File: config.mk
export PLATFORM = sky130hd
export DESIGN_NAME = bp_cce_hybrid_req_arbiter
export DESIGN_NICKNAME = d
export VERILOG_FILES = /design/src/rtl/bp_cce_hybrid_req_arbiter.sv
export SDC_FILE = /design/constraint.sdc
export NUM_CORES = 1
export LEC_CHECK = 0
export BUFFER_PORTS_ARGS = -buffer_cell sky130_fd_sc_hd__buf_2
export CORE_AREA = 2 2 158 160
export CTS_BUF_LIST = sky130_fd_sc_hd__clkbuf_2 sky130_fd_sc_hd__clkbuf_4 sky130_fd_sc_hd__clkbuf_8
export DETAILED_ROUTE_END_ITERATION = 7
export DIE_AREA = 0 0 160 162
export PLACE_DENSITY = 0.39
export SYNTH_ARGS = -nofsm -noshare
export SYNTH_HDL_FRONTEND = slang
export SYNTH_SLANG_ARGS = --single-unit
File: constraint.sdc
create_clock -name clk_i -period 1.68 [get_ports clk_i]
set_input_delay 0.168 -clock clk_i [delete_from_list [all_inputs] [get_ports clk_i]]
set_output_delay 0.168 -clock clk_i [all_outputs]
set_load 0.01 [all_outputs]
File: src/rtl/bp_cce_hybrid_req_arbiter.sv
// Hybrid CCE request arbiter.
//
// Merges two LCE request BedRock burst streams (pending-queue replays and new
// network requests) into the single CCE request input. Pending requests win
// arbitration unless the new source has waited starve_limit_p consecutive
// pending grants. A source is locked for a whole message, from header through
// the data beat marked last.
//
// Ports:
//   clk_i, reset_n_i        clock, asynchronous active-low reset
//   pend_*                  pending-queue source (header/has_data/data/last, valid->yumi)
//   new_*                   new-request source (same signal set)
//   header_o .. last_o      merged BedRock burst output (valid/ready)
//   grant_pend_o            selected (e_ready) or locked (e_data) source is pending
//   busy_o                  a data burst is locked
module bp_cce_hybrid_req_arbiter #(
    parameter int unsigned header_width_p = 64,
    parameter int unsigned data_width_p   = 64,
    parameter int unsigned starve_limit_p = 8
) (
    input  logic                      clk_i,
    input  logic                      reset_n_i,

    input  logic [header_width_p-1:0] pend_header_i,
    input  logic                      pend_header_v_i,
    output logic                      pend_header_yumi_o,
    input  logic                      pend_has_data_i,
    input  logic [data_width_p-1:0]   pend_data_i,
    input  logic                      pend_data_v_i,
    output logic                      pend_data_yumi_o,
    input  logic                      pend_last_i,

    input  logic [header_width_p-1:0] new_header_i,
    input  logic                      new_header_v_i,
    output logic                      new_header_yumi_o,
    input  logic                      new_has_data_i,
    input  logic [data_width_p-1:0]   new_data_i,
    input  logic                      new_data_v_i,
    output logic                      new_data_yumi_o,
    input  logic                      new_last_i,

    output logic [header_width_p-1:0] header_o,
    output logic                      header_v_o,
    input  logic                      header_ready_and_i,
    output logic                      has_data_o,
    output logic [data_width_p-1:0]   data_o,
    output logic                      data_v_o,
    input  logic                      data_ready_and_i,
    output logic                      last_o,

    output logic                      grant_pend_o,
    output logic                      busy_o
);

    localparam int unsigned cnt_width_lp = $clog2(starve_limit_p + 1);
    localparam logic [cnt_width_lp-1:0] starve_limit_lp = cnt_width_lp'(starve_limit_p);

    typedef enum logic {e_ready, e_data} state_e;

    state_e                  state_q, state_d;
    logic                    lock_pend_q, lock_pend_d;
    logic [cnt_width_lp-1:0] starve_cnt_q, starve_cnt_d;

    logic sel_pend;
    logic hdr_hs;
    logic data_hs;

    // Pending wins unless new is waiting and has already been passed over
    // starve_limit_p times in a row.
    assign sel_pend = pend_header_v_i
                      & ~(new_header_v_i & (starve_cnt_q == starve_limit_lp));

    always_comb begin
        state_d            = state_q;
        lock_pend_d        = lock_pend_q;
        starve_cnt_d       = starve_cnt_q;
        header_v_o         = 1'b0;
        pend_header_yumi_o = 1'b0;
        new_header_yumi_o  = 1'b0;
        data_v_o           = 1'b0;
        pend_data_yumi_o   = 1'b0;
        new_data_yumi_o    = 1'b0;
        grant_pend_o       = 1'b0;
        busy_o             = 1'b0;
        hdr_hs             = 1'b0;
        data_hs            = 1'b0;

        // Payload muxes are don't-care while the matching valid is low.
        header_o   = sel_pend ? pend_header_i : new_header_i;
        has_data_o = sel_pend ? pend_has_data_i : new_has_data_i;
        data_o     = lock_pend_q ? pend_data_i : new_data_i;
        last_o     = lock_pend_q ? pend_last_i : new_last_i;

        // Outputs are gated by reset so they drop the moment reset asserts.
        if (reset_n_i) begin
            case (state_q)
                e_ready: begin
                    grant_pend_o       = sel_pend;
                    header_v_o         = sel_pend ? pend_header_v_i : new_header_v_i;
                    hdr_hs             = header_v_o & header_ready_and_i;
                    pend_header_yumi_o = hdr_hs & sel_pend;
                    new_header_yumi_o  = hdr_hs & ~sel_pend;
                    if (hdr_hs && has_data_o) begin
                        state_d     = e_data;
                        lock_pend_d = sel_pend;
                    end
                end
                e_data: begin
                    busy_o           = 1'b1;
                    grant_pend_o     = lock_pend_q;
                    data_v_o         = lock_pend_q ? pend_data_v_i : new_data_v_i;
                    data_hs          = data_v_o & data_ready_and_i;
                    pend_data_yumi_o = data_hs & lock_pend_q;
                    new_data_yumi_o  = data_hs & ~lock_pend_q;
                    if (data_hs && last_o) begin
                        state_d = e_ready;
                    end
                end
                default: state_d = e_ready;
            endcase
        end

        // Count consecutive pending grants taken while new was waiting.
        if (!new_header_v_i || new_header_yumi_o) begin
            starve_cnt_d = '0;
        end else if (pend_header_yumi_o && (starve_cnt_q != starve_limit_lp)) begin
            starve_cnt_d = starve_cnt_q + cnt_width_lp'(1);
        end
    end

    always_ff @(posedge clk_i or negedge reset_n_i) begin
        if (!reset_n_i) begin
            state_q      <= e_ready;
            lock_pend_q  <= 1'b0;
            starve_cnt_q <= '0;
        end else begin
            state_q      <= state_d;
            lock_pend_q  <= lock_pend_d;
            starve_cnt_q <= starve_cnt_d;
        end
    end

endmodule
# Word level (Yosys, flattened, before mapping)

Cells that the tools add are included.

Register bits after elaboration: 6
Input port bits: 268
Output and inout bits: 138
Logic and storage cells: 52

Add/sub/neg operators: 1
Eq/ne operators: 2
Muxes and demuxes: 27
Bitwise gates (word level): 12
Reductions and logical operators: 7

Operator list:

| kind                                          | number |
|---|---|
| 2-to-1 mux 64 bit                             | 2 |
| 2-to-1 mux 1 bit                              | 21 |
| AND 1 bit                                     | 8 |
| 2-to-1 mux 4 bit                              | 2 |
| adder 4 x 1 -> 4 bit (second input constant)  | 1 |
| == test 4 bit (second input constant)         | 1 |
| inequality test 4 bit (second input constant) | 1 |
| inverter 1 bit                                | 4 |
| case mux 1 bit (2 select lines)               | 2 |
| logical AND 1 bit                             | 3 |
| AND reduction 3 bit                           | 1 |
| nonzero test 2 bit                            | 1 |
| logical NOT 1 bit                             | 1 |
| logical OR 1 bit                              | 1 |

# Depth between registers and ports, before layout

Word-level depth: 12
Mapped depth: 7
Depth with buffers taken out: 5

# Worst setup path before layout

Ideal clock, no wire load.

Path type: reg-to-output
Start point: register starve_cnt_q[0]
End point: output header_o[13]
Data arrival time: 1.512 ns
Required time: 1.512 ns
Path slack: 0.000 ns
Cell stages (with the launch flop): 8
Buffers on the path: 2
Cells stage by stage: dfrtp_1 inv_1 ha_1 nand4b_4 nand2_4 buf_12 buf_12 mux2_4

Cells in the longest elaborated chain, start to end: 5

Ends and longest elaborated chain:

| what                   | line | text |
|---|---|---|
| start, declared        | 62   | `logic [cnt_width_lp-1:0] starve_cnt_q, starve_cnt_d;` |
| start signal, assigned | 139  | `starve_cnt_q <= starve_cnt_d;` |
| == test 4 bit          | 71   | `& ~(new_header_v_i & (starve_cnt_q == starve_limit_lp));` |
| AND 1 bit              | 71   |  |
| inverter 1 bit         | 71   |  |
| AND 1 bit              | 71   |  |
| 2-to-1 mux 64 bit      | 89   | `header_o = sel_pend ? pend_header_i : new_header_i;` |
| end, declared          | 42   | `output logic [header_width_p-1:0] header_o,` |

Every way passes these cells.

# Worst setup path after layout

Start point: register starve_cnt_q[1]
End point: output header_o[48]

Same word-level chain as after synthesis.

==> flow_summary.toml <==
[cts]
clk_path_buf_depth = 2
ctsRootBufferMaster = "clkbuf_8"
htreeDepth = 1
cts-buffers-inserted = 3
cts_tree = "done"
numClockSinks = 6
cts.reportedPaths.clkPinSlew_ns = 0.04
clkLatencyLatePin_ns = 0.22

[timing]
worst_pin_slew_ns = 0.587
drv_slew = 0
period_share_pct = 115
hold_violations = 0
fin_setup_tns_ns = -14.45
relSlewSlack_pct = 60.4
rsz0062_at_grt = "yes"
worst_slack_ns = -0.248
skew_ns = 0.00355
period_minus_slack_ns = 1.93
setup-violations-final = 67
max_freq_ghz = 0.519

[power_and_ir_drop]
ir_worst_vdd_mv = 0.435
p_leak_nw = 2.96
power.total_mw = 3.90
powerDensity_mw_per_mm2 = 711

[critical_path]
ff2ff_setup_slack_ns = 0.12
critPathKind = "reg -> out"
timing.critical_path.buf_inv = 3
path_max_fanout = 13
worst_r2r_path_depth = 7
rr_endpoint = "state_q$_DFFE_PN0P_"
cp_cell_sequence = "inv_2 -> ha_4 -> nand4b_4 -> nand2_8 -> clkbuf_16 -> mux2_4 -> buf_6"
crit_required_ns = 1.51
r2r_start = "starve_cnt_q[1]$_DFFE_PN0P_"
critPathSlowestCell = "dfrtp_1"
critPathTopFamily = "buffers and inverters"
max_stage_delay_ns = 0.38
start_kind = "flop"
end_kind = "output pin"
arrival_ns = 1.76

[cells_and_area]
area_growth_pct = 137
design_area_sq_mm = 0.00549
instances_no_fill = 945
n_antenna_cell = 0
num-nets-final = 892
final_cell_mix = "buf_2, buf_6, mux2_4, mux2_2, buf_4"
layout_commonest_cell = "buf_2"
drive_gt1_share_pct = 92.9

[placement]
place_inst = 930
hpwl_mm = 11.8
place_area_sq_mm = 0.00473
place_congestion = 0.825
port_buffers = 405
post-place-ws_ns = -0.0937

[drt]
route.vias.total = 3307
viasPerCell = 3.50
dr.pass1.iters = 4
route.detailed.drc = 0
ant_nets = 0
routedWlPerCell_microns = 14.9
drt-initial-drc-count = 98
postRouteWirelength_mm = 14.1

[die]
io_pins = 406
die_h_microns = 162
die_width_microns = 160
design.die.area_sq_mm = 0.0259
start_util_pct = 9.63
fp.coreArea_sq_mm = 0.0241
row_count = 57

[outcome]
status = "finished, violations left"
violations = "negative setup slack"

[global_route]
grt_max_degree = 27
grt.total_usage_pct = 9.39
grt_pass1_wl_mm = 19.3
overflow = 0
antenna_found_initial = 1
grt_pass1_vias = 3343

[synth]
synth_fp_nets = 473
ys.warnings.count = 0
yosysTopAreaCell = "mux2_2"
synth_area_leaders = "mux2_2, mux2_4, dfrtp_1"
synth_cells = 203
syn_area_sq_mm = 0.00232
ys_seq_area_share_pct = 6.47
ys_seq_elements = 6
avgSynthCellArea_sq_um = 11.4
yosysTopAreaCellShare_pct = 38.3
synth_cell_types = 32

[hold_path]
hp-class = "in -> async"

[flow_run]
cap_violations = 0
[report_power, final]
group	internal, mW	switching (mW)
logic	1.97	1.45
clock network	0.180	0.0696
registers	0.177	0.0492
[per-layer routing]
metal  global-route usage [%]  vias up  part of all wire, %
li1                         -     1595                    -
met1                     11.8     1512                   40
met2                     17.1      190                   52
met3                     2.15        8                  7.4
met4                    0.410        2                 0.40
met5                        0        -                0.092
[flip-flops by register name, summed over array words and instances (netlist names)]
name,flops
state_q,1
starve_cnt_q,4
lock_pend_q,1
[what timing repair did]
action,4_1_cts,5_1_grt
buffers inserted,7,2
resized for setup,80,28
hold buffers,1,0
setup endpoints to repair,107,83
pin swaps,1,4
gates cloned,1,2
endpoints found under the hold margin,6,0
[metrics by stage]
stage / hold WS (ns) / utilization (%)
final: 0.0120 / 22.8
after global routing: 0.0347 / 22.8
after CTS: 0.226 / 22.1
after detailed placement: 0.00996 / 19.6
after global placement: 0.00876 / 19.6
after floorplan: -0.128 / -
[worst max path at each step]
stage                                            from      endpoint  depth (start not counted)
after floorplan           starve_cnt_q[0]$_DFFE_PN0P_  header_o[13]                          7
after global placement    starve_cnt_q[0]$_DFFE_PN0P_  header_o[26]                          7
after detailed placement  starve_cnt_q[0]$_DFFE_PN0P_  header_o[28]                          7
after CTS                 starve_cnt_q[0]$_DFFE_PN0P_  header_o[28]                          7
after global routing      starve_cnt_q[0]$_DFFE_PN0P_  header_o[44]                          7
final                     starve_cnt_q[1]$_DFFE_PN0P_  header_o[48]                          7
[cells by family after synthesis]
family          after synthesis  share of synthesized area, %
compound gates               11                          3.29
simple gates                 29                          8.09
flops                         6                          6.47
fa+ha+maj                     2                          1.08
buf+inv                      23                          9.11
mux                         132                          72.0
[Yosys cell counts (all sizes together)]
| cell type | count |
|---|---|
| a211oi | 1 |
| a21boi | 2 |
| a21oi | 1 |
| a311o | 1 |
| a41oi | 1 |
| and2 | 2 |
| and3b | 1 |
| buf | 17 |
| clkbuf | 1 |
| dfrtp | 6 |
| ha | 2 |
| inv | 5 |
| mux2 | 129 |
| mux2i | 3 |
| nand2 | 8 |
| nand3 | 5 |
| nand3b | 4 |
| nand4 | 1 |
| nand4b | 1 |
| nor2 | 3 |
| nor2b | 1 |
| nor3b | 1 |
| nor4b | 1 |
| nor4bb | 1 |
| o21ai | 3 |
| o22ai | 1 |
| o31a | 1 |
[cell type report]
cell class | count | area [sq um]
Tap cell | 324 | 405
Sequential cell | 6 | 153
Multi-Input combinational cell | 174 | 2080
Inverter | 5 | 21.3
Timing Repair Buffer | 432 | 2780
Clock buffer | 4 | 48.8
Fill cell | 2679 | 18600
(Power assumes the default switching activity.)
